[src/rtl/alu_mc_pkg.sv]
// Shared definitions for the alu_mc multi-cycle ALU.
//   - ALU_Ctrl op-code width and op-code constants (ADD, SUB, MUL, AND, OR)
//   - FSM state enum (IDLE, MUL)
package alu_mc_pkg;

  localparam int OP_W = 3;

  localparam logic [OP_W-1:0] OP_AND = 3'b000;
  localparam logic [OP_W-1:0] OP_OR  = 3'b001;
  localparam logic [OP_W-1:0] OP_ADD = 3'b010;
  localparam logic [OP_W-1:0] OP_MUL = 3'b011;
  localparam logic [OP_W-1:0] OP_SUB = 3'b110;

  typedef enum logic {
    ST_IDLE = 1'b0,
    ST_MUL  = 1'b1
  } state_e;

endpackage

[src/rtl/alu_mc_mul_step.sv]
// One combinational shift-add multiply iteration.
//   acc_i     : running accumulator
//   mcand_i   : multiplicand, already shifted for this step
//   mplier_i  : multiplier, already shifted; low BITS_PER_CYCLE bits are consumed
//   acc_o     : acc_i + mcand_i * mplier_i[BITS_PER_CYCLE-1:0] (mod 2^WIDTH)
//   mcand_o   : mcand_i << BITS_PER_CYCLE
//   mplier_o  : mplier_i >> BITS_PER_CYCLE
module mul_step #(
  parameter int WIDTH          = 32,
  parameter int BITS_PER_CYCLE = 1
) (
  input  logic [WIDTH-1:0] acc_i,
  input  logic [WIDTH-1:0] mcand_i,
  input  logic [WIDTH-1:0] mplier_i,
  output logic [WIDTH-1:0] acc_o,
  output logic [WIDTH-1:0] mcand_o,
  output logic [WIDTH-1:0] mplier_o
);

  logic [WIDTH-1:0] digit;

  // Zero-extend the consumed multiplier digit so the product stays WIDTH bits.
  assign digit    = {{(WIDTH-BITS_PER_CYCLE){1'b0}}, mplier_i[BITS_PER_CYCLE-1:0]};
  assign acc_o    = acc_i + (mcand_i * digit);
  assign mcand_o  = mcand_i << BITS_PER_CYCLE;
  assign mplier_o = mplier_i >> BITS_PER_CYCLE;

endmodule

[src/rtl/alu_mc.sv]
// Multi-cycle ALU: ADD/SUB/AND/OR in one cycle, MUL as iterative shift-add.
// Optional feature macro: ALU_MUL_EN (when undefined, op 011 behaves as an
// unknown op, the MUL datapath is removed and ready_o is tied high).
// Ports:
//   clk_i, rst_i        clock, synchronous active-high reset
//   valid_i / ready_o   request handshake: a request is accepted on a rising
//                       edge where valid_i && ready_o && !flush_i; ready_o
//                       depends only on FSM state, no request is queued
//   flush_i             drops the request this cycle / aborts an in-flight MUL
//   ALU_Ctrl_i          op code
//   data1_i, data2_i    operands
//   valid_o             one-cycle pulse with a new data_o/Zero_o
//   data_o, Zero_o      registered result and zero flag
module alu_mc
  import alu_mc_pkg::*;
#(
  parameter int WIDTH          = 32,
  parameter int BITS_PER_CYCLE = 1
) (
  input  logic             clk_i,
  input  logic             rst_i,
  input  logic             valid_i,
  output logic             ready_o,
  input  logic             flush_i,
  input  logic [OP_W-1:0]  ALU_Ctrl_i,
  input  logic [WIDTH-1:0] data1_i,
  input  logic [WIDTH-1:0] data2_i,
  output logic             valid_o,
  output logic [WIDTH-1:0] data_o,
  output logic             Zero_o
);

  if ((WIDTH % BITS_PER_CYCLE) != 0) begin : g_cfg_check
    $error("alu_mc: WIDTH must be a multiple of BITS_PER_CYCLE");
  end

  logic             accept;
  logic [WIDTH-1:0] alu_d;
  logic [WIDTH-1:0] data_q;
  logic             zero_q;
  logic             valid_q;

  // Single-cycle result; unknown codes (and MUL, which the FSM intercepts
  // when enabled) give 0.
  always_comb begin
    alu_d = '0;
    case (ALU_Ctrl_i)
      OP_ADD:  alu_d = data1_i + data2_i;
      OP_SUB:  alu_d = data1_i - data2_i;
      OP_AND:  alu_d = data1_i & data2_i;
      OP_OR:   alu_d = data1_i | data2_i;
      default: alu_d = '0;
    endcase
  end

  assign accept  = valid_i && ready_o && !flush_i;
  assign data_o  = data_q;
  assign Zero_o  = zero_q;
  assign valid_o = valid_q;

`ifdef ALU_MUL_EN
  localparam int STEPS = WIDTH / BITS_PER_CYCLE;
  localparam int CNT_W = $clog2(STEPS + 1);

  state_e           state_q;
  logic [CNT_W-1:0] cnt_q;
  logic [WIDTH-1:0] acc_q, mcand_q, mplier_q;
  logic [WIDTH-1:0] acc_d, mcand_d, mplier_d;

  mul_step #(
    .WIDTH          (WIDTH),
    .BITS_PER_CYCLE (BITS_PER_CYCLE)
  ) u_mul_step (
    .acc_i    (acc_q),
    .mcand_i  (mcand_q),
    .mplier_i (mplier_q),
    .acc_o    (acc_d),
    .mcand_o  (mcand_d),
    .mplier_o (mplier_d)
  );

  assign ready_o = (state_q == ST_IDLE);

  always_ff @(posedge clk_i) begin
    if (rst_i) begin
      state_q  <= ST_IDLE;
      cnt_q    <= '0;
      acc_q    <= '0;
      mcand_q  <= '0;
      mplier_q <= '0;
      data_q   <= '0;
      zero_q   <= 1'b1;
      valid_q  <= 1'b0;
    end else begin
      valid_q <= 1'b0;
      case (state_q)
        ST_IDLE: begin
          if (accept) begin
            if (ALU_Ctrl_i == OP_MUL) begin
              mcand_q  <= data1_i;
              mplier_q <= data2_i;
              acc_q    <= '0;
              cnt_q    <= CNT_W'(STEPS);
              state_q  <= ST_MUL;
            end else begin
              data_q  <= alu_d;
              zero_q  <= (alu_d == '0);
              valid_q <= 1'b1;
            end
          end
        end
        ST_MUL: begin
          if (flush_i) begin
            // Abort wins even on the final step: no result is published.
            cnt_q   <= '0;
            state_q <= ST_IDLE;
          end else begin
            acc_q    <= acc_d;
            mcand_q  <= mcand_d;
            mplier_q <= mplier_d;
            cnt_q    <= cnt_q - 1'b1;
            if (cnt_q == CNT_W'(1)) begin
              data_q  <= acc_d;
              zero_q  <= (acc_d == '0);
              valid_q <= 1'b1;
              state_q <= ST_IDLE;
            end
          end
        end
        default: state_q <= ST_IDLE;
      endcase
    end
  end
`else
  assign ready_o = 1'b1;

  always_ff @(posedge clk_i) begin
    if (rst_i) begin
      data_q  <= '0;
      zero_q  <= 1'b1;
      valid_q <= 1'b0;
    end else begin
      valid_q <= 1'b0;
      if (accept) begin
        data_q  <= alu_d;
        zero_q  <= (alu_d == '0);
        valid_q <= 1'b1;
      end
    end
  end
`endif

endmodule
[config.mk]
export PLATFORM = sky130hd
export DESIGN_NAME = alu_mc
export DESIGN_NICKNAME = d
export VERILOG_FILES = /design/src/rtl/alu_mc_pkg.sv /design/src/rtl/alu_mc_mul_step.sv /design/src/rtl/alu_mc.sv
export SDC_FILE = /design/constraint.sdc
export NUM_CORES = 1
export LEC_CHECK = 0
export ABC_AREA = 1
export CAP_MARGIN = 20
export CORE_ASPECT_RATIO = 0.6
export CORE_MARGIN = 4
export CORE_UTILIZATION = 59
export DETAILED_ROUTE_END_ITERATION = 6
export MAX_ROUTING_LAYER = met4
export PLACE_DENSITY_LB_ADDON = 0.1
export RECOVER_POWER = 100
export SYNTH_ARGS = -nofsm -noshare
export SYNTH_HDL_FRONTEND = slang
export SYNTH_SLANG_ARGS = --single-unit
[constraint.sdc]
create_clock -name clk_i -period 7.9 [get_ports clk_i]
set_input_delay 1.58 -clock clk_i [delete_from_list [all_inputs] [get_ports clk_i]]
set_output_delay 1.58 -clock clk_i [all_outputs]
set_load 0.1 [all_outputs]
* Word-level counts from Yosys, hierarchy flattened *
Cells that the tools add are included.

cells by class
  $add $sub $neg = 2
  equal/unequal tests = 3
  mux-type cells = 2
  bitwise gates (word level) = 2
  reduce and logical (&&, ||, !) cells = 4

operator list
  cell                                                 count
  one-hot mux 32 bit (4 select lines)                  1
  adder 32 bit                                         1
  AND 32 bit                                           1
  logical NOT 32 bit                                   1
  bitwise OR 32 bit                                    1
  subtractor 32 bit                                    1
  equality test 3 x 1 -> 1 bit, second input constant  1
  equality test 3 x 2 -> 1 bit, second input constant  1
  equality test 3 bit, second input constant           1
  logical NOT 3 bit                                    1
  logical AND 1 bit                                    1
  logical NOT 1 bit                                    1
  two-way mux 1 bit                                    1

storage, ports and cells
  bits in registers = 34

* Longest topological paths before layout *
  depth after elaboration = 3
  mapped depth = 31
  gate-level depth less buffers = 31

* Worst setup path after synthesis *
No wires, ideal clock.

  path type = input-to-reg
  start = input data2_i[0]
  end = register zero_q, in the netlist Zero_o
  library setup time = 0.061 ns
  arrival = 4.311 ns
  data required time = 7.839 ns
  slack = 3.527 ns
  stages = 27
  buffers on the path = 0
  cells stage by stage = inv_1 -> ha_1 -> nand3_2 -> inv_1 -> nand4_1 -> inv_1 -> nand3_1 -> nor2_1 -> nand4_1 -> o31ai_2 -> o21ai_0 -> xor2_1 -> ha_1 -> inv_1 -> nor3_1 -> nand2_1 -> nor2_1 -> nand2_1 -> nand2_1 -> nand2_1 -> nand3_1 -> nand2_1 -> nor2_1 -> nand2_1 -> nor2_1 -> nand4_1 -> nand2_1

between the ends
  cells in the longest elaborated chain, start to end = 3

ends and longest elaborated chain
  what                                       RTL line       RTL
  from (decl)                                alu_mc.sv:27   input logic [WIDTH-1:0] data2_i,
  subtractor 32 bit (tied with other cells)  alu_mc.sv:49   OP_SUB: alu_d = data1_i - data2_i;
  one-hot mux 32 bit (4 select lines) (*)    alu_mc.sv:47   case (ALU_Ctrl_i)
  logical NOT 32 bit (*)                     alu_mc.sv:146  zero_q <= (alu_d == '0);
  to (signal assigned)                       alu_mc.sv:146
  to (decl)                                  alu_mc.sv:40   logic zero_q;

Every way passes the cells marked *; elsewhere a longest branch is shown, timed or not.
A chain may end at the register's enable or synchronous reset.

* Final worst setup path *
  start = input ALU_Ctrl_i[0]
  end = register zero_q, in the netlist Zero_o

between the ends
  cells in the longest elaborated chain, start to end = 3

ends and longest elaborated chain
  what                                                  RTL line       RTL
  from (decl)                                           alu_mc.sv:25   input logic [OP_W-1:0] ALU_Ctrl_i,
  equality test 3 x 1 -> 1 bit (tied with other cells)  alu_mc.sv:47
  one-hot mux 32 bit (4 select lines) (*)               alu_mc.sv:47
  logical NOT 32 bit (*)                                alu_mc.sv:146

Marked as above.

==> metrics.csv <==
metric,value,unit
pin count of the biggest net entering global routing,41,
clock root cell,clkbuf_16,
Setup Buffers After CTS,0,
Num Clock Sinks,34,
Area Growth Syn to Fin,22.8,%
DIE HEIGHT,83.2,um
Critical Path Source,ALU_Ctrl_i[0],
mapped cell area,0.00556,mm2
Leak,3.89,nW
adder-cell share of the synthesized area,0.123,
CP dominant cell by count,nand2_1,
final net count,1231,
min Tclk post-route,6.31,ns
library cells used by synthesis,44,
mux contribution to synthesized area,0,
synthesized area per cell,5.40,um2
most frequent cells in the layout,"307 x nand2_1, 191 x inv_1, 134 x nor2_1",
peak supply drop,0.114,mV
Async SR Flop Fraction,0,
worst relative slew slack,-0.0287,
post-route ant nets,0,
Simple-Gate Fraction of Synth Area,0.454,
Worst Path Max Fanout,29,
core area,0.00919,mm2
layout cells sized above 1,0.0568,
CTS Buf Count,5,
post-synthesis sequential area ratio,0.122,
Antenna diodes,0,
failing checks,"capacitance limit, slew limit",
DR vias,6682,
# DRC,0,
hpwl dp,15.4,mm
XOR/XNOR Fraction of Synth Area,0.0472,
crit end category,flip-flop,
I/O pin count,106,
routed len/inst,14.6,um
max_cap viols,1,
Final Cycle Share,0.799,
Slew @ Worst Pin,1.54,ns
largest family of logic cells by synthesized area,simple AND/OR/NAND/NOR gates,
global-route wire length before repair,29.8,mm
syn_nets,1136,
Slew Limit Fails,41,
vias in the first global route,6007,
WS Path Type,in -> reg,
Post-synth EDFFs,0,
vias per inst,5.32,
drt total wl,18.4,mm
Ys Warns,0,
CTS Buffer Depth,2,
Worst path slowest cell,nor2_4,
startpoint types,primary input,
drt first pass iters,5,
unrepaired setup endpoints after global routing,false,
Design Power,0.000939,W
pwr dens,137,mW/mm2
reg2reg start,data_o[27],
gr usage total,0.338,
latest clock arrival within the worst-skew pair,0.27,ns
Die Span X,133,um
final setup violation count,0,
Initial Util,0.606,
CTS tree,built,
cells along the critical path,dlygate4sd3_1 -> buf_4 -> nor2_4 -> inv_1 -> nor2_1 -> inv_1 -> nand2_1 -> o21ai_0 -> xor2_1 -> ha_1 -> nand2_1 -> nor2_1 -> nand2_1 -> nor3_1 -> nand2_1 -> nand3_1 -> nand2_1 -> nand3_1 -> nand2_1 -> nor2_1 -> nand2_1 -> nor2_1 -> nand4_1 -> nand2_1,
Synth Flop Type,dfxtp_1,
post-synthesis cell count,1030,
"Gates resized, CTS repair",0,
maximum level of the CTS H-tree,2,
"CTS clk-pin slew, worst paths",0.05,ns
routability cong.,1.04,
1st-iter DRT viols,710,
Sum Neg Setup Slack,0,ns
outcome,"finished, violations left",
Fmax,158,MHz
Synth Register Bits,34,
row cnt,27,
hold buffer count at CTS,0,
Hold Startpoint,Zero_o,
Die Area,0.0111,mm2
largest cells by area after synthesis,"nand2_1 20%, inv_1 13%, dfxtp_1 12%, nor2_1 8.8%, ha_1 7.6%",
Final Skew,0,ns
GRT Residual Overflow,0,
hold crit path type,reg -> reg,
post-synth top area cell,nand2_1,
Worst EP arrival,6.53,ns
share of the synthesized area in the top cell type,0.204,
final hold viol count,0,
initial antenna violation count,0,
WP data required,8.11,ns
port bufs,104,
"slowest stage delay, CP",0.63,ns
"most common cell after layout, fill and taps aside",nand2_1,
area fraction in compound gates after synthesis,0.0976,
-- cells in the mapped netlist (4+ instances only) --
library cell / n
nand3_2: 5
clkbuf_1: 12
nand2_1: 302
o21ai_0: 47
nand2_2: 22
a31oi_1: 5
nand3_1: 65
a21oi_1: 35
ha_1: 34
nor2_2: 12
nor2_1: 131
nor3_1: 6
nand4_1: 11
buf_2: 6
maj3_1: 24
inv_2: 13
xor2_1: 26
dfxtp_1: 34
nand3b_1: 10
inv_1: 189
xnor2_1: 4
nor3_2: 4
-- per-layer routing --
layer | part of all wire | global-route usage | vias up
met5 | 0 | - | -
met4 | 0.0098 | 0.0560 | 0
met3 | 0.15 | 0.0884 | 14
met2 | 0.36 | 0.441 | 404
met1 | 0.48 | 0.516 | 2901
li1 | - | - | 3363
-- report_power, final --
part	switching, W	leakage, nW	internal, W
logic	0.000364	3.53	0.000171
registers	0.00000527	0.280	0.000183
clock network	0.0000686	0.0836	0.000147
-- registers in the layout (all words and copies together) (netlist names) --
register,flops
valid_o,1
Zero_o,1
data_o,32
-- critical path, delay by kind of cell --
kind	cells	cell delay, ns
adder cells (fa/ha/maj)	1	0.39
AO/OA/AOI/OAI	1	0.18
buffers and inverters	4	1.39
AND/OR/NAND/NOR	17	2.77
XOR/XNOR	1	0.19
-- final timing paths --
check | slack [ns] | to | depth (start not counted)
max reg2reg | 7.08 | data_o[27] | 4
max | 1.59 | Zero_o | 24
min reg2reg | 0.49 | Zero_o | 2
min | 0.49 | Zero_o | 2
-- cell families after synthesis --
| logic type | Yosys count |
|---|---|
| and+or+nand+nor | 581 |
| buffers and inverters | 225 |
| AOI/OAI and AO/OA | 100 |
| adders and majority gates | 59 |
| DFF | 34 |
| xor gates and xnor gates | 30 |
| other | 1 |
-- stage by stage --
step	cell area, um2	cells	hold slack (ns)	utilization	setup slack (ns)
floorplan	5560	1030	0.985	-	3.53
global placement	6710	1248	0.486	0.731	2.14
detailed placement	6710	1248	0.472	0.731	2.11
CTS	6880	1256	0.490	0.749	2.37
global route	6830	1256	0.538	0.744	1.12
finish	6830	1256	0.493	0.744	1.59
-- cell type report --
type	instances	area [um2]
clock buffers	5	125
clock inverters	3	40.0
fillers	838	2350
inverters	204	766
multi-input cells	771	3990
flip-flops and latches	34	681
well taps	130	163
repair buffers	109	1070
(Power assumes the default switching activity.)
